`config.mk`:
```
export PLATFORM = sky130hd
export DESIGN_NAME = multicycle_core_ctrl
export DESIGN_NICKNAME = d
export VERILOG_FILES = /design/src/rtl/core_pkg.sv /design/src/rtl/load_store_align.sv /design/src/rtl/multicycle_core_ctrl.sv
export SDC_FILE = /design/constraint.sdc
export NUM_CORES = 1
export LEC_CHECK = 0
export BUFFER_PORTS_ARGS = -buffer_cell sky130_fd_sc_hd__buf_2
export CORE_MARGIN = 3
export CORE_UTILIZATION = 50
export CTS_BUF_LIST = sky130_fd_sc_hd__clkbuf_8 sky130_fd_sc_hd__clkbuf_16
export DETAILED_ROUTE_END_ITERATION = 8
export PLACE_DENSITY = 0.81
export SLEW_MARGIN = 30
export SYNTH_ARGS = -nofsm -noshare
export SYNTH_HDL_FRONTEND = slang
export SYNTH_HIERARCHICAL = 1
export SYNTH_SLANG_ARGS = --single-unit
```
`constraint.sdc`:
```
create_clock -name clk -period 5.2 [get_ports clk]
set_input_delay 1.04 -clock clk [delete_from_list [all_inputs] [get_ports clk]]
set_output_delay 1.04 -clock clk [all_outputs]
set_load 0.05 [all_outputs]
```
`src/rtl/core_pkg.sv`:
```
// Shared encodings for the multi-cycle core: FSM states, trap causes, access sizes, load funct3.
package core_pkg;

    typedef enum logic [3:0] {
        ST_FETCH      = 4'd0,
        ST_WAIT_FETCH = 4'd1,
        ST_DECODE     = 4'd2,
        ST_EXECUTE    = 4'd3,
        ST_MEM        = 4'd4,
        ST_WAIT_MEM   = 4'd5,
        ST_WRITEBACK  = 4'd6,
        ST_TRAP       = 4'd7,
        ST_HALT       = 4'd8
    } state_t;

    localparam logic [3:0] CAUSE_FETCH_MISALIGN = 4'd0;
    localparam logic [3:0] CAUSE_FETCH_FAULT    = 4'd1;
    localparam logic [3:0] CAUSE_ILLEGAL        = 4'd2;
    localparam logic [3:0] CAUSE_LOAD_MISALIGN  = 4'd4;
    localparam logic [3:0] CAUSE_LOAD_FAULT     = 4'd5;
    localparam logic [3:0] CAUSE_STORE_MISALIGN = 4'd6;
    localparam logic [3:0] CAUSE_STORE_FAULT    = 4'd7;

    localparam logic [1:0] SIZE_BYTE = 2'd0;
    localparam logic [1:0] SIZE_HALF = 2'd1;
    localparam logic [1:0] SIZE_WORD = 2'd2;

    localparam logic [2:0] LD_LB  = 3'b000;
    localparam logic [2:0] LD_LH  = 3'b001;
    localparam logic [2:0] LD_LW  = 3'b010;
    localparam logic [2:0] LD_LBU = 3'b100;
    localparam logic [2:0] LD_LHU = 3'b101;

endpackage

```
`src/rtl/load_store_align.sv`:
```
// load_store_align: misalignment check, store lane replication, load lane select and extension.
// Latency: purely combinational, zero cycles.
// Backpressure: none; results are valid whenever the inputs are.
module load_store_align
    import core_pkg::*;
#(
    parameter int XLEN = 32
) (
    input  logic [1:0]      addr_lsb,
    input  logic [1:0]      size,
    input  logic [XLEN-1:0] store_src,
    input  logic [1:0]      load_lane,
    input  logic [2:0]      load_funct3,
    input  logic [XLEN-1:0] load_raw,
    output logic            misaligned,
    output logic [XLEN-1:0] store_data,
    output logic [XLEN-1:0] load_data
);

    logic [7:0]  lane_b;
    logic [15:0] lane_h;

    always_comb begin
        misaligned = 1'b0;
        store_data = store_src;
        case (size)
            SIZE_BYTE: store_data = {(XLEN/8){store_src[7:0]}};
            SIZE_HALF: begin
                store_data = {(XLEN/16){store_src[15:0]}};
                misaligned = addr_lsb[0];
            end
            SIZE_WORD: misaligned = |addr_lsb;
            default:   misaligned = 1'b1;
        endcase
    end

    // Half-word lanes are selected by addr[1] only; aligned halves never straddle.
    assign lane_b = load_raw[{load_lane, 3'b000} +: 8];
    assign lane_h = load_raw[{load_lane[1], 4'b0000} +: 16];

    always_comb begin
        case (load_funct3)
            LD_LB:   load_data = {{(XLEN-8){lane_b[7]}}, lane_b};
            LD_LH:   load_data = {{(XLEN-16){lane_h[15]}}, lane_h};
            LD_LBU:  load_data = {{(XLEN-8){1'b0}}, lane_b};
            LD_LHU:  load_data = {{(XLEN-16){1'b0}}, lane_h};
            LD_LW:   load_data = load_raw;
            default: load_data = load_raw;
        endcase
    end

endmodule

```
`src/rtl/multicycle_core_ctrl.sv`:
```
// multicycle_core_ctrl: RV32I multi-cycle sequencer owning PC, FSM, load/store shaping and traps.
// Latency: 5 cycles plus fetch wait for ALU/branch/jump; loads/stores add MEM and WAIT_MEM.
// Backpressure: mem_req held until mem_ready; waiting MEM_TIMEOUT cycles raises an access fault.
module multicycle_core_ctrl
    import core_pkg::*;
#(
    parameter int              XLEN        = 32,
    parameter logic [XLEN-1:0] RESET_PC    = 32'h0000_0000,
    parameter logic [XLEN-1:0] TRAP_PC     = 32'h0000_0100,
    parameter int              MEM_TIMEOUT = 255,
    parameter int              CNT_W       = 32
) (
    input  logic             clk,
    input  logic             rst,
    output logic             mem_req,
    output logic             mem_we,
    output logic [1:0]       mem_size,
    output logic [XLEN-1:0]  mem_addr,
    output logic [XLEN-1:0]  mem_wdata,
    input  logic             mem_ready,
    input  logic             mem_err,
    input  logic [XLEN-1:0]  mem_rdata,
    output logic [XLEN-1:0]  instr,
    input  logic             dec_error,
    input  logic             rs1_use_pc,
    input  logic             rs2_use_imm,
    input  logic             mem_to_reg,
    input  logic             branch,
    input  logic             jump,
    input  logic             jal_or_jalr,   // high selects jal, low selects jalr
    input  logic [XLEN-1:0]  dec_imm,
    input  logic [2:0]       dec_load_size,
    input  logic [1:0]       dec_store_size,
    input  logic [XLEN-1:0]  rv1,
    input  logic [XLEN-1:0]  rv2,
    output logic             rf_we,
    output logic [XLEN-1:0]  rf_wdata,
    output logic [XLEN-1:0]  alu_a,
    output logic [XLEN-1:0]  alu_b,
    input  logic [XLEN-1:0]  alu_y,
    input  logic             branch_taken,
    output logic [XLEN-1:0]  pc,
    output logic [3:0]       state,
    output logic [3:0]       trap_cause,
    output logic [XLEN-1:0]  trap_epc,
    output logic             halted,
    output logic [CNT_W-1:0] retired
);

    localparam int TW = (MEM_TIMEOUT > 1) ? $clog2(MEM_TIMEOUT) : 1;
    localparam logic [TW-1:0] TMO_LAST = TW'(MEM_TIMEOUT - 1);

    state_t            state_q, state_d;
    logic [XLEN-1:0]   pc_d, instr_d, alu_a_d, alu_b_d, mem_addr_d, mem_wdata_d;
    logic [XLEN-1:0]   load_q, load_d, trap_epc_d;
    logic              mem_req_d, mem_we_d, halted_d;
    logic [1:0]        mem_size_d, acc_size;
    logic [3:0]        cause_q, cause_d, trap_cause_d, fault_cause;
    logic [CNT_W-1:0]  retired_d;
    logic [TW-1:0]     tmo_q, tmo_d;
    logic              fault, accepted, timed_out, is_store;
    logic              lsa_misaligned;
    logic [XLEN-1:0]   lsa_store, lsa_load;

    assign state     = state_q;
    assign accepted  = mem_req && mem_ready;
    assign timed_out = (tmo_q == TMO_LAST);
    assign is_store  = !mem_to_reg && (dec_store_size != 2'd0);
    assign acc_size  = mem_to_reg ? dec_load_size[1:0] : (dec_store_size - 2'd1);

    load_store_align #(.XLEN(XLEN)) u_align (
        .addr_lsb    (alu_y[1:0]),
        .size        (acc_size),
        .store_src   (rv2),
        .load_lane   (mem_addr[1:0]),
        .load_funct3 (dec_load_size),
        .load_raw    (load_q),
        .misaligned  (lsa_misaligned),
        .store_data  (lsa_store),
        .load_data   (lsa_load)
    );

    always_ff @(posedge clk) begin
        if (!rst) begin
            state_q    <= ST_FETCH;
            pc         <= RESET_PC;
            instr      <= '0;
            alu_a      <= '0;
            alu_b      <= '0;
            mem_req    <= 1'b0;
            mem_we     <= 1'b0;
            mem_size   <= '0;
            mem_addr   <= '0;
            mem_wdata  <= '0;
            load_q     <= '0;
            cause_q    <= '0;
            trap_cause <= '0;
            trap_epc   <= '0;
            halted     <= 1'b0;
            retired    <= '0;
            tmo_q      <= '0;
        end else begin
            state_q    <= state_d;
            pc         <= pc_d;
            instr      <= instr_d;
            alu_a      <= alu_a_d;
            alu_b      <= alu_b_d;
            mem_req    <= mem_req_d;
            mem_we     <= mem_we_d;
            mem_size   <= mem_size_d;
            mem_addr   <= mem_addr_d;
            mem_wdata  <= mem_wdata_d;
            load_q     <= load_d;
            cause_q    <= cause_d;
            trap_cause <= trap_cause_d;
            trap_epc   <= trap_epc_d;
            halted     <= halted_d;
            retired    <= retired_d;
            tmo_q      <= tmo_d;
        end
    end

    always_comb begin
        state_d      = state_q;
        pc_d         = pc;
        instr_d      = instr;
        alu_a_d      = alu_a;
        alu_b_d      = alu_b;
        mem_req_d    = mem_req;
        mem_we_d     = mem_we;
        mem_size_d   = mem_size;
        mem_addr_d   = mem_addr;
        mem_wdata_d  = mem_wdata;
        load_d       = load_q;
        cause_d      = cause_q;
        trap_cause_d = trap_cause;
        trap_epc_d   = trap_epc;
        halted_d     = halted;
        retired_d    = retired;
        tmo_d        = tmo_q;
        fault        = 1'b0;
        fault_cause  = '0;
        rf_we        = 1'b0;
        rf_wdata     = '0;

        case (state_q)
            ST_FETCH: begin
                if (|pc[1:0]) begin
                    fault       = 1'b1;
                    fault_cause = CAUSE_FETCH_MISALIGN;
                end else begin
                    mem_req_d   = 1'b1;
                    mem_we_d    = 1'b0;
                    mem_size_d  = SIZE_WORD;
                    mem_addr_d  = pc;
                    mem_wdata_d = '0;
                    tmo_d       = '0;
                    state_d     = ST_WAIT_FETCH;
                end
            end
            ST_WAIT_FETCH: begin
                // Ready wins over a timeout landing on the same cycle.
                if (accepted && !mem_err) begin
                    instr_d   = mem_rdata;
                    mem_req_d = 1'b0;
                    state_d   = ST_DECODE;
                end else if (accepted || timed_out) begin
                    fault       = 1'b1;
                    fault_cause = CAUSE_FETCH_FAULT;
                end else begin
                    tmo_d = tmo_q + TW'(1);
                end
            end
            ST_DECODE: begin
                if (dec_error) begin
                    fault       = 1'b1;
                    fault_cause = CAUSE_ILLEGAL;
                end else begin
                    alu_a_d = rs1_use_pc ? pc : rv1;
                    alu_b_d = rs2_use_imm ? dec_imm : rv2;
                    state_d = ST_EXECUTE;
                end
            end
            ST_EXECUTE: begin
                state_d = (mem_to_reg || dec_store_size != 2'd0) ? ST_MEM : ST_WRITEBACK;
            end
            ST_MEM: begin
                if (lsa_misaligned) begin
                    fault       = 1'b1;
                    fault_cause = mem_to_reg ? CAUSE_LOAD_MISALIGN : CAUSE_STORE_MISALIGN;
                end else begin
                    mem_req_d   = 1'b1;
                    mem_we_d    = !mem_to_reg;
                    mem_size_d  = acc_size;
                    mem_addr_d  = alu_y;
                    mem_wdata_d = lsa_store;
                    tmo_d       = '0;
                    state_d     = ST_WAIT_MEM;
                end
            end
            ST_WAIT_MEM: begin
                if (accepted && !mem_err) begin
                    load_d    = mem_rdata;
                    mem_req_d = 1'b0;
                    state_d   = ST_WRITEBACK;
                end else if (accepted || timed_out) begin
                    fault       = 1'b1;
                    fault_cause = mem_we ? CAUSE_STORE_FAULT : CAUSE_LOAD_FAULT;
                end else begin
                    tmo_d = tmo_q + TW'(1);
                end
            end
            ST_WRITEBACK: begin
                rf_we = !is_store && !branch;
                if (jump)            rf_wdata = pc + XLEN'(4);
                else if (mem_to_reg) rf_wdata = lsa_load;
                else                 rf_wdata = alu_y;
                if (jump && jal_or_jalr)        pc_d = pc + dec_imm;
                else if (jump)                  pc_d = (rv1 + dec_imm) & {{(XLEN-1){1'b1}}, 1'b0};
                else if (branch && branch_taken) pc_d = pc + dec_imm;
                else                            pc_d = pc + XLEN'(4);
                retired_d = retired + CNT_W'(1);
                state_d   = ST_FETCH;
            end
            ST_TRAP: begin
                trap_epc_d   = pc;
                trap_cause_d = cause_q;
                pc_d         = TRAP_PC;
                state_d      = ST_FETCH;
            end
            ST_HALT: state_d = ST_HALT;
            default: state_d = ST_FETCH;
        endcase

        // A fetch-side fault inside the trap handler itself cannot recover.
        if (fault) begin
            mem_req_d = 1'b0;
            cause_d   = fault_cause;
            if ((fault_cause == CAUSE_FETCH_MISALIGN || fault_cause == CAUSE_FETCH_FAULT)
                && pc == TRAP_PC) begin
                state_d      = ST_HALT;
                halted_d     = 1'b1;
                trap_cause_d = fault_cause;
                trap_epc_d   = pc;
            end else begin
                state_d = ST_TRAP;
            end
        end
    end

endmodule

```
==> results_dict.tcl <==
set metrics [dict create \
    outcome "finished clean" \
    p_switching_mw 3.38 \
    max_cap_violations 0 \
    p_int_mw 5.15 \
    num_rows 70 \
    core-area_sq_mm 0.0367 \
    post_route_cells_drive_above_1_share_pct 23.8 \
    cts_root_buffer "clkbuf_16" \
    final_cell_mix "buf_2 (475), nand2_1 (447), dfxtp_1 (312), mux2i_1 (116), o211a_1 (97)" \
    place.gp.congestion 0.934 \
    post_synthesis_to_final_layout_area_growth_pct 20.5 \
    fin_nets 2844 \
    syn-mean-instance-area_sq_um 8.37 \
    commonest_non_fill_non_tap_cell_in_the_layout "buf_2" \
    synth_sequential_area_ratio_pct 33.5 \
    worstMarginPinSlew_ps 933 \
    yosys_register_bits 312 \
    synth_fp_nets 2475 \
    critPathLaunchType "register" \
    grt_util_all_layers_pct 33.7 \
    path_buf_inv 1 \
    cp_slowest_stage_delay_ps 770 \
    synth_area_sq_mm 0.0187 \
    clock-skew-final_ps 20.9 \
    wl_per_cell_microns 22.7 \
    finalNonFillerCells 3099 \
    postCtsSetupBuffers 0 \
    max_clock_freq_ghz 0.202 \
    path_cells "and4_1 -> nand4_1 -> nor2_1 -> nand3_1 -> xor2_1 -> a211oi_1 -> buf_2" \
    timing.setup.critical_path_class "reg -> out" \
    cts_repair_resize_count 0 \
    timing.critical_path.slowest_stage_cell "dfxtp_1" \
    die_x_microns 199 \
    drt_pre_antenna_iters 6 \
    io_buffers 478 \
    p_leak_nw 11.1 \
    comb_power_share_pct 34.4 \
    share_of_async_settable_or_async_resettable_flops_after_synthesis_pct 0 \
    hold_ws_ps 450 \
    timing.slew.headroom_pct 37.4 \
    initial_utilization_pct 50.8 \
    power_density_mw_per_mm2 379 \
    htreeDepth 2 \
    clkLatencyLatePin_ps 560 \
    irDropWorstVdd_mv 0.370 \
    largest_net_degree_at_the_start_of_global_routing 194 \
    setup_slack_ps 237 \
    post-place-cells 3027 \
    ctsHoldBuffers 0 \
    cts.reportedPaths.clkPinSlew_ps 60 \
    path_max_fanout 9 \
    dr_total_vias 18798 \
    tritoncts "yes" \
    grt-ovfl-total 0 \
    rsz_0062_raised_after_global_routing "false" \
    timing.final.max_slew_violations 0 \
    die_height_microns 199 \
    cts_buffers 37 \
    cts-root-to-sink-buffers 3 \
    worstPathArrival_ps 3920 \
    critical_path_rt_ps 4160 \
    finalCritPeriodShare_pct 95.4 \
    vias_per_std_cell 6.07 \
    fraction_of_power_consumed_by_sequential_logic_pct 33.7 \
    tns_ps 0 \
    ioPinCount 479 \
    worstSetupEndpointType "output pin" \
    gate_count_of_the_mapped_netlist 2229 \
    drt_iter0_markers 1829 \
    die_area_sq_mm 0.0397 \
    wire_length_of_the_first_global_routing_pass_microns 104000 \
    total_power_mw 8.53 \
    yosys_warnings 6 \
    clock_power_share_pct 31.9 \
    layout_min_cycle_time_ps 4960 \
    hold_viol 0 \
    final_core_util_pct 61.3 \
    place_area_sq_mm 0.0212 \
    synth_enable_flop_cells 0 \
    dr_drc_count 0 \
    netlist-cell-type-count 79 \
    layout.filler_cells 3297 \
    first_global_vias 17863 \
    detail_route.wirelength_microns 70200 \
    min-delay-path-class "reg -> reg" \
    sw_frac_of_total_pct 39.6 \
    dpl.hpwl_microns 53300 \
    fin_area_sq_mm 0.0225 \
    synth-main-ff-cell "dfxtp_1" \
    grt_antenna_before_repair 8 \
    worst_path_dominant_cell_family "simple AND/OR/NAND/NOR gates" \
    setup_viol 0 \
    antenna_violation_net_count_after_detailed_routing 0 \
    detailedPlace.worstSlack_ps 865 \
    clock_sink_count 312 \
]
==> cell usage after synthesis (21+ instances only) <==
library cell	count	share of area (%)
o21ai_0	53	1.4
a211oi_1	77	3.1
xnor2_1	58	2.7
a21boi_0	85	3.4
o211a_1	97	5.2
nor3_1	21	0.56
a21o_1	32	1.3
nand3_1	47	1.3
and2_1	43	1.4
dfxtp_1	312	33
ha_1	67	4.5
nand2_1	447	9.0
nor2b_1	50	1.7
mux2i_1	116	6.2
nor2_1	63	1.3
a22o_1	36	1.7
and3_1	22	0.74
a21boi_1	28	1.1
a21oi_1	80	2.1
clkbuf_1	143	2.9
xor2_1	59	2.8
nand4_1	27	0.91
a22oi_1	24	0.97
==> state kept, by name (all words and copies together), names as in the netlist <==
| name | count |
|---|---|
| alu_a | 32 |
| alu_b | 32 |
| cause_q | 3 |
| halted | 1 |
| instr | 32 |
| load_q | 32 |
| mem_addr | 32 |
| mem_req | 1 |
| mem_size | 2 |
| mem_wdata | 32 |
| mem_we | 1 |
| pc | 32 |
| retired | 32 |
| state | 4 |
| tmo_q | 8 |
| trap_cause | 4 |
| trap_epc | 32 |
==> logic make-up after synthesis <==
| group | count (synthesis) | share of synthesized area [%] |
|---|---|---|
| compound gates | 611 | 24.7 |
| xor+xnor | 117 | 5.49 |
| buf+inv | 204 | 4.67 |
| fa+ha+maj | 69 | 4.71 |
| mux | 137 | 7.57 |
| flops | 312 | 33.5 |
| simple gates | 779 | 19.4 |
==> worst min-delay path, delay by kind of cell (launching register included) <==
kind | cells | cell delay, ps
flip-flops | 1 | 310
AND/OR/NAND/NOR | 1 | 50
AO/OA/AOI/OAI | 1 | 50
==> per-layer routing <==
layer | global-route usage, % | routed length [microns] | vias up
li1 | - | - | 8741
met1 | 44.4 | 29000 | 8929
met2 | 54.5 | 31800 | 941
met3 | 7.77 | 6700 | 179
met4 | 11.9 | 2590 | 8
met5 | 0 | 65 | -
==> power by group through the flow <==
stage | clock [mW] | combinational (mW) | sequential, mW
floorplan | 0 | 1.32 | 3.69
global placement | 0 | 2.85 | 2.91
detailed placement | 0 | 2.88 | 2.92
CTS | 2.76 | 2.90 | 2.87
global route | 2.85 | 3.10 | 2.91
finish | 2.72 | 2.93 | 2.88
==> final cells by class <==
cell class                      count  area, sq um  area share, %
Clock inverter                     19          214          0.951
Antenna cell                        6         15.0         0.0668
Clock buffer                       47         1060           4.73
Timing Repair Buffer              513         2710           12.0
Multi-Input combinational cell   1713        11600           51.5
Tap cell                          468          586           2.60
Inverter                           21         78.8          0.351
Sequential cell                   312         6250           27.8
==> worst paths after layout <==
path	slack, ps	start	depth (start not counted)	to
setup / recovery	240	pc[7]	7	rf_wdata[19]
hold / removal	450	trap_epc[3]	2	trap_epc[3]
setup reg to reg	1500	pc[1]	12	pc[24]
hold reg to reg	450	trap_epc[3]	2	trap_epc[3]
No activity file was read; power rests on OpenSTA's default activity.
